[src/rtl/sync_fifo_if.sv]
// Handshake and data bundle between a sync_fifo and its producer/consumer.
interface sync_fifo_if #(
  parameter int unsigned WIDTH = 32
);

  logic             wn;
  logic             rn;
  logic [WIDTH-1:0] DATAIN;
  logic [WIDTH-1:0] DATAOUT;
  logic             full;
  logic             empty;

  // Producer/consumer side: drives enables and write data, observes status.
  modport master (
    output wn,
    output rn,
    output DATAIN,
    input  DATAOUT,
    input  full,
    input  empty
  );

  // FIFO side.
  modport slave (
    input  wn,
    input  rn,
    input  DATAIN,
    output DATAOUT,
    output full,
    output empty
  );

endinterface

[src/rtl/sync_fifo.sv]
// Single-clock FIFO: DEPTH words, in-order, registered read data.
// Flags are decoded from the occupancy count, so they follow it in the same cycle.
module sync_fifo #(
  parameter int unsigned WIDTH = 32,
  parameter int unsigned DEPTH = 8,
  parameter int unsigned AW    = 3
) (
  input  logic       clock,
  input  logic       reset,
  sync_fifo_if.slave bus
);

  logic [WIDTH-1:0] mem [DEPTH];
  logic [AW-1:0]    wp;
  logic [AW-1:0]    rp;
  logic [AW:0]      cnt;
  logic [AW:0]      cnt_next;
  logic [WIDTH-1:0] data_out;
  logic             rd_ok;
  logic             wr_ok;
  logic             is_full;
  logic             is_empty;

  assign is_empty    = (cnt == (AW+1)'(0));
  assign is_full     = (cnt == (AW+1)'(DEPTH));
  assign bus.empty   = is_empty;
  assign bus.full    = is_full;
  assign bus.DATAOUT = data_out;

  // Acceptance: a read frees the slot a same-edge write into a full FIFO uses.
  always_comb begin
    rd_ok    = 1'b0;
    wr_ok    = 1'b0;
    cnt_next = cnt;
    rd_ok    = bus.rn && !is_empty;
    wr_ok    = bus.wn && (!is_full || rd_ok);
    case ({wr_ok, rd_ok})
      2'b10:   cnt_next = cnt + (AW+1)'(1);
      2'b01:   cnt_next = cnt - (AW+1)'(1);
      default: cnt_next = cnt;
    endcase
  end

  // Storage array; not cleared by reset, but reset blocks writes on its edge.
  always_ff @(posedge clock) begin
    if (reset && wr_ok) begin
      mem[wp] <= bus.DATAIN;
    end
  end

  // Pointers, occupancy and the read data register.
  always_ff @(posedge clock) begin
    if (!reset) begin
      wp       <= '0;
      rp       <= '0;
      cnt      <= '0;
      data_out <= '0;
    end else begin
      cnt <= cnt_next;
      if (wr_ok) begin
        wp <= wp + AW'(1);
      end
      if (rd_ok) begin
        rp       <= rp + AW'(1);
        data_out <= mem[rp];
      end
    end
  end

endmodule

[src/flat_wrapper.sv]
// flat-port wrapper written by rule: the top's interface ports become plain ports
module sync_fifo_flat 
#(
  parameter int unsigned WIDTH = 32,
  parameter int unsigned DEPTH = 8,
  parameter int unsigned AW    = 3
)
  (clock, reset, bus_wn, bus_rn, bus_DATAIN, bus_DATAOUT, bus_full, bus_empty);
  sync_fifo_if #(.WIDTH(WIDTH)) bus_i ();
  input  logic clock;
  input  logic reset;
  input wire logic [$bits(bus_i.wn)-1:0] bus_wn;
  input wire logic [$bits(bus_i.rn)-1:0] bus_rn;
  input wire logic [$bits(bus_i.DATAIN)-1:0] bus_DATAIN;
  output wire logic [$bits(bus_i.DATAOUT)-1:0] bus_DATAOUT;
  output wire logic [$bits(bus_i.full)-1:0] bus_full;
  output wire logic [$bits(bus_i.empty)-1:0] bus_empty;
  assign bus_i.wn = bus_wn;
  assign bus_i.rn = bus_rn;
  assign bus_i.DATAIN = bus_DATAIN;
  assign bus_DATAOUT = bus_i.DATAOUT;
  assign bus_full = bus_i.full;
  assign bus_empty = bus_i.empty;
  sync_fifo #(.WIDTH(WIDTH), .DEPTH(DEPTH), .AW(AW)) u_core (.clock(clock), .reset(reset), .bus(bus_i));
endmodule
[config.mk]
export PLATFORM = sky130hd
export DESIGN_NAME = sync_fifo_flat
export DESIGN_NICKNAME = d
export VERILOG_FILES = /design/src/rtl/sync_fifo_if.sv /design/src/rtl/sync_fifo.sv /design/src/flat_wrapper.sv
export SDC_FILE = /design/constraint.sdc
export NUM_CORES = 1
export LEC_CHECK = 0
export ABC_AREA = 1
export CAP_MARGIN = 25
export CORE_ASPECT_RATIO = 0.75
export CORE_UTILIZATION = 53
export CTS_CLUSTER_DIAMETER = 200
export DETAILED_ROUTE_END_ITERATION = 10
export GPL_ROUTABILITY_DRIVEN = 0
export PLACE_DENSITY = 0.81
export SLEW_MARGIN = 20
export SYNTH_ARGS = -nofsm -noshare
export SYNTH_HDL_FRONTEND = slang
export SYNTH_SLANG_ARGS = --single-unit
[constraint.sdc]
create_clock -name clock -period 3.3 [get_ports clock]
set_clock_uncertainty 0.15 [all_clocks]
set_input_delay 0.33 -clock clock [delete_from_list [all_inputs] [get_ports clock]]
set_output_delay 0.33 -clock clock [all_outputs]
set_load 0.02 [all_outputs]
Word-level counts from Yosys, hierarchy flattened
Memory sizes are Yosys's and may differ from the RTL's. A register that Yosys moved wholly into a read port is not among the register bits. Index checks and enable logic that the tools add are counted.

Flip-flop bits (word level): 10. Input bits: 36. Bits in writable memories: 256. Word-level logic and storage cells: 23. Output and inout port bits: 34. Memories: 1.

Memory list: u_core.mem (words 8, width 32, rd ports 1, clocked after Yosys merged registers in 1, write ports 1, RTL line sync_fifo.sv:13) `logic [WIDTH-1:0] mem [DEPTH];`.

Equality and inequality tests: 3. Mux-type cells: 3. Reductions and logical operators: 9. $add $sub $neg: 4.

Operator list (count): $pmux 4 s2 (1); $add 3x1->3 const B (2); $add 4x1->4 const B (1); $eq 4x4->1 const B (1); $logic_not 4->1 (1); $sub 4x1->4 const B (1); $logic_and 1x1->1 (3); $logic_not 1->1 (3); $eq 2x1->1 const B (1); $eq 2x2->1 const B (1); $mux 1 (2); $reduce_bool 2->1 (1); $logic_or 1x1->1 (1).

Logic depth before layout (Yosys ltp)
Depth after elaboration: 8. Depth in mapped cells: 11. Gate-level depth less buffers: 11.

Worst setup path before layout
No wires, ideal clock.

Path kind: reg2reg. From: reg u_core.cnt[0]. To: mem u_core.mem[0][0], enable pin. Cell stages (with the launch flop): 7. Buffers on the path: 0. Setup time: 461 ps. Data required time: 2689 ps. Clock period less this slack: 3582 ps. Data arrival time: 2971 ps. Setup slack: -282 ps. Path through: dfxtp_1 -> nor2_2 -> nand4_1 -> nand2_1 -> inv_1 -> nand2_1 -> nor3_1.

Word-level cells in the longest chain between the ends: 8. Elaborated cells between the ends (all ways): 10. Those cells by class: 1 x eq/ne; 2 x mux; 7 x reduce/logical.

Ends and longest elaborated chain: start, declared (RTL line sync_fifo.sv:16) `logic [AW:0] cnt;`; start signal, assigned (RTL line sync_fifo.sv:59) `cnt <= cnt_next;`; $logic_not 4->1 (RTL line sync_fifo.sv:24) `assign is_empty = (cnt == (AW+1)'(0));`; $logic_not 1->1 (RTL line sync_fifo.sv:35) `rd_ok = bus.rn && !is_empty;`; $logic_and 1x1->1 (RTL line sync_fifo.sv:35); $logic_or 1x1->1 * (RTL line sync_fifo.sv:36) `wr_ok = bus.wn && (!is_full || rd_ok);`; $logic_and 1x1->1 * (RTL line sync_fifo.sv:36); $logic_and 1x1->1 * (RTL line sync_fifo.sv:46) `if (reset && wr_ok) begin`; $mux 1 * (RTL line sync_fifo.sv:46); $mux 1 (implied by the code) * (RTL line sync_fifo.sv:47) `mem[wp] <= bus.DATAIN;`; end, declared (RTL line sync_fifo.sv:13).

Mark *: on every way between the ends. The rest lies on a longest branch, timed or not.

Worst setup path in the final report
From: reg u_core.cnt[0]. To: out bus_empty.

Word-level cells in the longest chain between the ends: 1.

Ends and longest elaborated chain: $logic_not 4->1 (RTL line sync_fifo.sv:24); end, declared (RTL line flat_wrapper.sv:17) `output wire logic [$bits(bus_i.empty)-1:0] bus_empty;`.

Every way passes these cells.

==> results.json <==
{
  "grt_max_degree": 75,
  "firstDrtPassIters": 7,
  "crit_required_ns": 2.82,
  "post_cts_resize_count": 0,
  "avgSynthCellArea_sq_um": 11.9,
  "grt_pass1_wl_mm": 39.2,
  "min_path_cells": 2,
  "final_cells": 1353,
  "area_growth_pct": 15.7,
  "dp_hpwl_mm": 14.6,
  "clkTransAtPathRegs_ns": 0.06,
  "reg2reg_depth": 7,
  "period_needed_ns": 2.29,
  "crit_chain": "nor2_2 -> nand2_2 -> inv_1 -> clkdlybuf4s50_1",
  "cp-end-kind": "primary output",
  "io_pins": 70,
  "die_y_um": 130,
  "synth_nets": 1025,
  "slew_viol_final": 0,
  "finalSetupViolCount": 0,
  "synthDistinctLibCells": 27,
  "cts_hold_buf": 0,
  "nNetsFinal": 1087,
  "ys_ff_latch": 298,
  "hold_viol": 0,
  "drc": 0,
  "crit_arrival_ns": 1.81,
  "synth-seq-area-share_pct": 73.1,
  "synth_cells": 984,
  "reg2reg_to": "u_core.mem[3][18]",
  "insertion_delay_ns": 0.53,
  "antenna_cells": 0,
  "power.share.switching_pct": 31.4,
  "grt_overflow_total": 0,
  "post_dp_cell_area_sq_mm": 0.0126,
  "cp_slowest_stage_delay_ns": 0.60,
  "dp_cells": 1305,
  "drive_gt1_share_pct": 7.32,
  "peakVddDrop_mv": 0.477,
  "cts_tree": "yes",
  "p_sw_mw": 3.26,
  "wire_per_inst_um": 18.4,
  "rrSetupSlack_ns": 1.09,
  "max_clock_freq_mhz": 436,
  "slowest_stage": "clkdlybuf4s50_1",
  "period_share_pct": 69.5,
  "path_class": "reg -> out",
  "hp-class": "reg -> reg",
  "cts_max_level": 1,
  "setup_slack_ns": 1.01,
  "drv_cap": 0,
  "syn_area_sq_mm": 0.0117,
  "p_int_mw": 7.12,
  "core_area_sq_mm": 0.0214,
  "fin_area_sq_mm": 0.0135,
  "numCtsBuffers": 27,
  "dieArea_sq_mm": 0.0226,
  "whs_endpoint": "u_core.bus.DATAOUT[20]",
  "fp.dieW_um": 173,
  "worstHoldStart": "u_core.bus.DATAOUT[20]",
  "grt_pass1_vias": 7384,
  "slew_headroom_pct": 44.7,
  "rsz0062_at_grt": "false",
  "start_util_pct": 54.6,
  "cts_root_buf": "clkbuf_16",
  "clock_power_share_pct": 29.3,
  "startpoint_type": "flop",
  "drtIter0Drc": 756,
  "port_buffers": 69,
  "rr_startpoint": "u_core.cnt[2]",
  "grt_usage_pct": 22.3,
  "ant_nets": 0,
  "num_vias": 7606,
  "clock-sinks": 298,
  "via_per_inst": 5.62,
  "power.density_mw_per_mm2": 769,
  "timing.hold.ws_ns": 0.374,
  "tightest_slew_ns": 0.829,
  "p_seq_share_pct": 43.8,
  "p_leak_nw": 4.64,
  "yosysWarnings": 0,
  "antenna_found_initial": 0,
  "postCtsSetupBuffers": 0,
  "comb_power_share_pct": 26.9,
  "wirelength_mm": 25.0,
  "path_max_fanout": 4,
  "rows": 46,
  "status": "completed",
  "cts_buffer_depth": 3,
  "dp_slack_ns": 0.614
}
kinds of logic (layout without fill, tap and decap cells):
kind of cell	count (synthesis)	in the layout	share of synthesized area, %
buffers and inverters	79	160	3.67
XOR/XNOR	1	1	0.0751
flip-flops	298	298	73.1
AND/OR/NAND/NOR	394	394	13.7
AO/OA/AOI/OAI	207	207	8.88
adder cells (fa/ha/maj)	5	5	0.601
critical path: cells and delay by family (launching register included):
kind,cells,cell delay (ns)
and+or+nand+nor,2,0.27
buffers and inverters,2,0.67
DFF,1,0.35
synth_stat cells (all sizes together):
library cell	n	area [sq um]
ha	4	50.1
nand4	1	6.26
nand3	75	375
edfxtp	256	7690
dfxtp	42	841
o21ai	167	836
a21oi	40	200
xor2	1	8.76
inv	19	71.3
nor3	5	25.0
fa	1	20.0
and3	1	6.26
nand2	47	186
clkbuf	21	80.1
buf	39	277
nor2	265	997
how the worst max path moves through the flow:
stage | start | end | cells after the start
after floorplan | u_core.cnt[0] | u_core.mem[0][0] | 6
after global placement | bus_rn | u_core.mem[3][13] | 8
after detailed placement | bus_rn | u_core.mem[3][15] | 8
after CTS | u_core.cnt[0] | bus_full | 4
after global routing | u_core.cnt[0] | bus_full | 4
final | u_core.cnt[0] | bus_empty | 4
final cells by class:
class / count / area, sq um
Clock buffer: 39 / 771
Multi-Input combinational cell: 607 / 2760
Tap cell: 288 / 360
Inverter: 19 / 72.6
Sequential cell: 298 / 8530
Timing Repair Buffer: 93 / 908
Clock inverter: 9 / 91.3
Fill cell: 1559 / 7860
registers in the layout, summed over array words and instances (netlist names):
register	flops
u_core.bus.DATAOUT	32
u_core.cnt	4
u_core.mem	256
u_core.rp	3
u_core.wp	3
placed cells by master, fill, tap and decap left out, types with 2 or more instances in the layout:
| cell | Yosys | layout |
|---|---|---|
| nand3_1 | 75 | 75 |
| o21ai_1 | 30 | 30 |
| inv_1 | 17 | 16 |
| buf_12 | 1 | 3 |
| a21oi_1 | 40 | 40 |
| dfxtp_1 | 42 | 40 |
| buf_4 | 12 | 21 |
| nor2_4 | 0 | 4 |
| bufinv_16 | 0 | 2 |
| ha_1 | 4 | 4 |
| nor3_2 | 0 | 4 |
| clkinv_2 | 0 | 5 |
| inv_2 | 2 | 2 |
| clkdlybuf4s50_1 | 0 | 69 |
| clkinv_1 | 0 | 3 |
| clkbuf_1 | 20 | 7 |
| nand2_1 | 45 | 45 |
| clkbuf_16 | 0 | 27 |
| nor2_1 | 264 | 260 |
| edfxtp_1 | 256 | 256 |
| o21ai_0 | 137 | 137 |
| clkbuf_8 | 0 | 5 |
stage by stage:
stage	total power [mW]	TNS (ns)	utilization, %
6_report	10.4	0	63.2
5_1_grt	10.9	0	63.2
4_1_cts	10.4	0	63.2
3_5_place_dp	7.40	0	59.2
3_3_place_gp	7.29	0	59.2
2_1_floorplan	6.54	-36.06	-
layer usage:
layer  global-route usage, %  vias to the layer above  routed length [um]
met4                    7.24                        0                 616
met2                    37.1                      282               11900
met3                    3.21                       46                1650
met5                       0                        -                   0
met1                    31.0                     3687               10800
li1                        -                     3591                   -
power groups by stage:
stage / clock network, mW / logic (mW) / registers (mW)
floorplan: 0 / 1.80 / 4.75
global placement: 0 / 2.67 / 4.62
detailed placement: 0 / 2.77 / 4.63
CTS: 3.09 / 2.80 / 4.55
global route: 3.22 / 3.10 / 4.59
finish: 3.04 / 2.79 / 4.55
Note: power is estimated with default switching activity, not from simulation.
